===== config.mk =====
export PLATFORM = sky130hd
export DESIGN_NAME = mux_n_seq
export DESIGN_NICKNAME = d
export VERILOG_FILES = /design/src/rtl/mux_n_seq_pkg.sv /design/src/rtl/mux_n_seq_pipe.sv /design/src/rtl/mux_n_seq.sv
export SDC_FILE = /design/constraint.sdc
export NUM_CORES = 1
export LEC_CHECK = 0
export CORE_MARGIN = 2
export CORE_UTILIZATION = 30
export CTS_BUF_LIST = sky130_fd_sc_hd__clkbuf_4 sky130_fd_sc_hd__clkbuf_8 sky130_fd_sc_hd__clkbuf_16
export DETAILED_ROUTE_END_ITERATION = 12
export PLACE_DENSITY_LB_ADDON = 0.15
export SLEW_MARGIN = 25
export SYNTH_ARGS = -nofsm -noshare
export SYNTH_HDL_FRONTEND = slang
export SYNTH_SLANG_ARGS = --single-unit

===== constraint.sdc =====
create_clock -name clk -period 3 [get_ports clk]
set_clock_uncertainty 0.05 [all_clocks]
set_input_delay 0.45 -clock clk [delete_from_list [all_inputs] [get_ports clk]]
set_output_delay 0.45 -clock clk [all_outputs]
set_load 0.01 [all_outputs]

===== src/rtl/mux_n_seq_pkg.sv =====
// Shared definitions for the mux_n_seq functional unit: select-mode
// encodings, channel-count ceiling and the channel-index width helper.
package mux_n_seq_pkg;

    localparam logic MODE_STATIC = 1'b0;
    localparam logic MODE_SEQ    = 1'b1;

    localparam int MAX_NUM_IN = 64;

    // Channel index width; a 2-input mux still needs one select bit.
    function automatic int sel_width(input int n);
        return (n <= 2) ? 1 : $clog2(n);
    endfunction

endpackage


===== src/rtl/mux_n_seq_pipe.sv =====
// Fixed-depth delay line for the mux output: DATA_W data bits plus one
// valid bit travel together so out0 and out_valid stay aligned.
module mux_n_seq_pipe #(
    parameter int DATA_W  = 32,
    parameter int LATENCY = 1
) (
    input  logic              clk,
    input  logic              rst,
    input  logic [DATA_W:0]   i_data,
    output logic [DATA_W:0]   o_data
);

    logic [DATA_W:0] r_stage [LATENCY];

    // Shift every stage each cycle; reset clears the whole line at once.
    always_ff @(posedge clk) begin
        if (!rst) begin
            for (int k = 0; k < LATENCY; k++) begin
                r_stage[k] <= '0;
            end
        end else begin
            r_stage[0] <= i_data;
            for (int k = 1; k < LATENCY; k++) begin
                r_stage[k] <= r_stage[k-1];
            end
        end
    end

    assign o_data = r_stage[LATENCY-1];

endmodule


===== src/rtl/mux_n_seq.sv =====
// mux_n_seq: NUM_IN-channel registered mux with a static select mode and
// an autonomous channel sequencer that dwells period+1 cycles per channel.
// Optional build macro MUX_N_SEQ_SEL_CLAMP_EN: out-of-range channel indices
// select the last channel and the sequence end is clamped to NUM_IN-1;
// without it an out-of-range index selects all-zero data.
module mux_n_seq
    import mux_n_seq_pkg::*;
#(
    parameter int DATA_W   = 32,
    parameter int NUM_IN   = 8,
    parameter int LATENCY  = 1,
    parameter int PERIOD_W = 8,
    localparam int SEL_W   = sel_width(NUM_IN)
) (
    input  logic                     clk,
    input  logic                     rst,
    input  logic                     running,
    input  logic                     run,
    input  logic [DATA_W*NUM_IN-1:0] in_flat,
    input  logic [SEL_W-1:0]         sel,
    input  logic                     mode,
    input  logic [PERIOD_W-1:0]      period,
    input  logic [SEL_W-1:0]         seq_end,
    (* versat_latency = LATENCY *)
    output logic [DATA_W-1:0]        out0,
    output logic                     out_valid,
    output logic [SEL_W-1:0]         cur_chan
);

    localparam logic [SEL_W-1:0] LAST_CH = SEL_W'(NUM_IN - 1);

    // Shadow configuration, captured on run
    logic [SEL_W-1:0]    r_sel_q;
    logic                r_mode_q;
    logic [PERIOD_W-1:0] r_period_q;
    logic [SEL_W-1:0]    r_end_q;

    // Sequencer state
    logic [SEL_W-1:0]    r_cur_chan;
    logic [PERIOD_W-1:0] r_dwell;

    logic [DATA_W-1:0]   w_chan [NUM_IN];
    logic [DATA_W-1:0]   w_sel_data;
    logic [DATA_W-1:0]   w_oob_data;
    logic [SEL_W-1:0]    w_end_eff;
    logic [SEL_W-1:0]    w_next_chan;
    logic                w_dwell_done;
    logic [DATA_W:0]     w_pipe_out;

    // Unpack the flat input bus into one word per channel.
    genvar gi;
    generate
        for (gi = 0; gi < NUM_IN; gi++) begin : g_chan
            assign w_chan[gi] = in_flat[gi*DATA_W +: DATA_W];
        end
    endgenerate

`ifdef MUX_N_SEQ_SEL_CLAMP_EN
    // Out-of-range index reads the last channel; the wrap point never
    // lies beyond the last real channel.
    assign w_oob_data = w_chan[NUM_IN-1];
    assign w_end_eff  = (r_end_q > LAST_CH) ? LAST_CH : r_end_q;
`else
    // Out-of-range index reads zero; the wrap point is used as configured.
    assign w_oob_data = '0;
    assign w_end_eff  = r_end_q;
`endif

    // Channel select: any index that matches no real channel falls back
    // to the out-of-range data word.
    always_comb begin
        w_sel_data = w_oob_data;
        for (int k = 0; k < NUM_IN; k++) begin
            if (r_cur_chan == SEL_W'(k)) begin
                w_sel_data = w_chan[k];
            end
        end
    end

    // Next channel in the window: end wraps back to start, and the top
    // channel rolls over to 0 so windows with end < start still work.
    always_comb begin
        if (r_cur_chan == w_end_eff) begin
            w_next_chan = r_sel_q;
        end else if (r_cur_chan == LAST_CH) begin
            w_next_chan = '0;
        end else begin
            w_next_chan = r_cur_chan + SEL_W'(1);
        end
    end

    assign w_dwell_done = (r_dwell == r_period_q);

    // Config shadowing and channel sequencer; run takes precedence over
    // an advance on the same edge so the sequence restarts cleanly.
    always_ff @(posedge clk) begin
        if (!rst) begin
            r_sel_q    <= '0;
            r_mode_q   <= MODE_STATIC;
            r_period_q <= '0;
            r_end_q    <= '0;
            r_cur_chan <= '0;
            r_dwell    <= '0;
        end else if (run) begin
            r_sel_q    <= sel;
            r_mode_q   <= mode;
            r_period_q <= period;
            r_end_q    <= seq_end;
            r_cur_chan <= sel;
            r_dwell    <= '0;
        end else if ((r_mode_q == MODE_SEQ) && running) begin
            if (w_dwell_done) begin
                r_dwell    <= '0;
                r_cur_chan <= w_next_chan;
            end else begin
                r_dwell    <= r_dwell + PERIOD_W'(1);
            end
        end
    end

    // Output delay line carries the selected word with running as valid.
    mux_n_seq_pipe #(
        .DATA_W  (DATA_W),
        .LATENCY (LATENCY)
    ) u_pipe (
        .clk    (clk),
        .rst    (rst),
        .i_data ({running, w_sel_data}),
        .o_data (w_pipe_out)
    );

    assign out0      = w_pipe_out[DATA_W-1:0];
    assign out_valid = w_pipe_out[DATA_W];
    assign cur_chan  = r_cur_chan;

endmodule

==> impl_results.md <==
* Share of the synthesized area in the top cell type at 24.8%
* Vias in the first global route at 5,873
* Peak supply drop at 0.239 mV
* Minimum clock period at 2.31 ns
* DR WL/cell at 19.8 um
* Most common library cells after synthesis: a21oi_1 (96), nand2_1 (72), dfxtp_1 (59), nor2_1 (55)
* Post-synth EDFFs at 0
* Critical Path Start: cur_chan[0]
* Crit path kind: flip-flop to flip-flop
* Asr flop ratio synth at 0%
* Final hold vios at 0
* Die span in y at 130 um
* Ratio of cells with drive above 1 in the final layout at 5.22%
* Iter 0 DRT Violations at 413
* Hold Path Class: flip-flop to flip-flop
* Pre-Repair DR Iteration Count at 6
* Setup Buffers After CTS at 0
* Hold Buf Count CTS at 0
* Die W at 130 um
* Synth Cell Area at 4750 um^2
* Synth Instances at 661
* Antenna violation net count after detailed routing at 0
* Starting density of the core at 30.4%
* Min-delay src: r_sel_q[2]
* Routed wire length at 23.0 mm
* Detailed Place HPWL at 16.6 mm
* Maximum root-to-sink buffer count at 2
* Cell Pwr Density at 376 nW/um^2
* Number of buffers created by CTS at 9
* Synth Warn # at 0
* GRT Resource Usage Total at 26.3%
* Area Overhead vs Synth at 75.1%
* Syn Area/Cell at 7.19 um^2
* Ranking of synthesized cells by area: dfxtp_1 (25%), a21oi_1 (10%), a311oi_1 (6.3%)
* LEAKAGE at 3.06 nW
* Most frequent cell after synthesis: a21oi_1
* Post-CTS sizing at 0
* Top cell type by total area after synthesis: dfxtp_1
* FF-to-FF Start: cur_chan[0]
* Worst-Skew Late Latency at 0.34 ns
* First-pass GRT wire length at 33.7 mm
* Grt ovf at 0
* Seq cells post-synth at 59
* Worst Tran Pin Value at 0.642 ns
* Critical path data arrival time at 2.49 ns
* Max Clk Rate at 0.432 GHz
* RePlAce Congestion at 0.841
* Synth unique cells at 42
* RSZ-0062 raised after global routing: no
* Setup crit end kind: flip-flop
* Outcome: finished, final reports clean
* Layout Utilization at 53.2%
* Number of antenna violations at the first check in global routing at 4
* Port Buffers at 310
* Final nets at 1,215
* Max-slew violation count at 0
* Total negative slack at 0 ns
* Post-synthesis sequential area ratio at 24.8%
* R2R Setup Slk at 0.69 ns
* Routed vias/inst at 5.33
* Via count at 6,176
* Relative slew slack at 57.2%
* Largest net degree at the start of global routing at 66
* I/O pin cnt at 311
* Row cnt at 46
* Drc violations at 0
* H-tree levels at 3
* Synth Flop Type: dfxtp_1
* Die area at 16,900 um^2
* Sink Count at 59
* Final Power at 3.13 mW
* Root Driver: clkbuf_16
* CTS tree: built
* Fin crit share at 77.1%
* WP data required at 3.17 ns
* Net Count, Synth at 943
* Clock-pin slew on the worst setup and hold paths at 0.06 ns
* Core area at 15,700 um^2
* Max FO, Critical Path at 31
* Final setup vio count at 0
* Max Cap Viol at 0
* CP startpoint kind: flip-flop
registers in the layout, summed over array words and instances, names as in the netlist:
| name | cells |
|---|---|
| cur_chan | 3 |
| r_dwell | 8 |
| r_end_q | 3 |
| r_mode_q | 1 |
| r_period_q | 8 |
| r_sel_q | 3 |
| u_pipe.r_stage | 33 |
where the power goes:
part	internal [mW]	total (mW)	switching [mW]
Sequential	0.864	0.899	0.0341
Clock	0.571	1.02	0.449
Combinational	0.681	1.21	0.528
worst max-delay path, cell delays in order, from the launching register on:
cell      delay (ns)
dfxtp_1         0.49
ha_1            0.24
ha_2            0.44
or2_1           0.16
buf_4           0.37
a311oi_1        0.10
nor4_1          0.27
nor2_1          0.07
path summary, 6_finish.rpt:
check	to	depth (start not counted)
worst max-delay path	u_pipe.r_stage[0][2]	7
worst min-delay path	r_sel_q[2]	2
worst min register to register	r_sel_q[2]	2
worst max register to register	u_pipe.r_stage[0][2]	7
stage by stage:
step | worst slack (ns) | std cells | cell area [um^2] | hold WS (ns)
4_1_cts | 0.678 | 1154 | 8310 | 0.437
3_3_place_gp | 0.737 | 1138 | 8030 | 0.420
6_report | 0.687 | 1158 | 8320 | 0.434
2_1_floorplan | 1.04 | 661 | 4750 | 0.402
3_5_place_dp | 0.688 | 1138 | 8030 | 0.428
5_1_grt | 0.422 | 1157 | 8320 | 0.463
metal layers:
layer | wire (um) | up-vias | global-route usage (%)
met5 | 13 | - | 0
met4 | 566 | 2 | 9.36
met3 | 2210 | 34 | 8.77
met2 | 11000 | 268 | 44.9
met1 | 9210 | 2877 | 30.9
li1 | - | 2995 | -
placed cells by master (no fill, tap or decap), types with 3 or more instances in the layout:
cell	count
nor2_1	55
nand3b_1	32
nor4_1	32
and4_1	3
a311oi_1	34
ha_2	4
clkbuf_16	9
buf_4	19
clkdlybuf4s50_1	309
nand3_1	3
xor2_1	14
a221oi_1	31
a21oi_1	96
o221ai_1	31
o21ai_0	3
mux2i_1	16
nand2_1	72
nand2b_1	3
nor2b_1	32
nand4_1	4
and2_1	3
diode_2	4
inv_1	37
xnor2_1	3
dfxtp_1	58
inv_6	4
layout make-up:
class	count	area, um^2
Clock inverter	7	56.3
Multi-Input combinational cell	494	3160
Clock buffer	9	225
Tap cell	216	270
Inverter	38	143
Timing Repair Buffer	331	3280
Antenna cell	4	10.0
Fill cell	1524	7330
Sequential cell	59	1180
cells by family after synthesis:
group | Yosys count | share of synthesized area, %
buffers and inverters | 108 | 9.21
adders and majority gates | 7 | 1.84
and+or+nand+nor | 246 | 26.9
muxes | 17 | 3.61
xor gates and xnor gates | 18 | 3.47
DFF | 59 | 24.8
AOI/OAI and AO/OA | 206 | 30.1
Power figures use the tool's default switching activity.
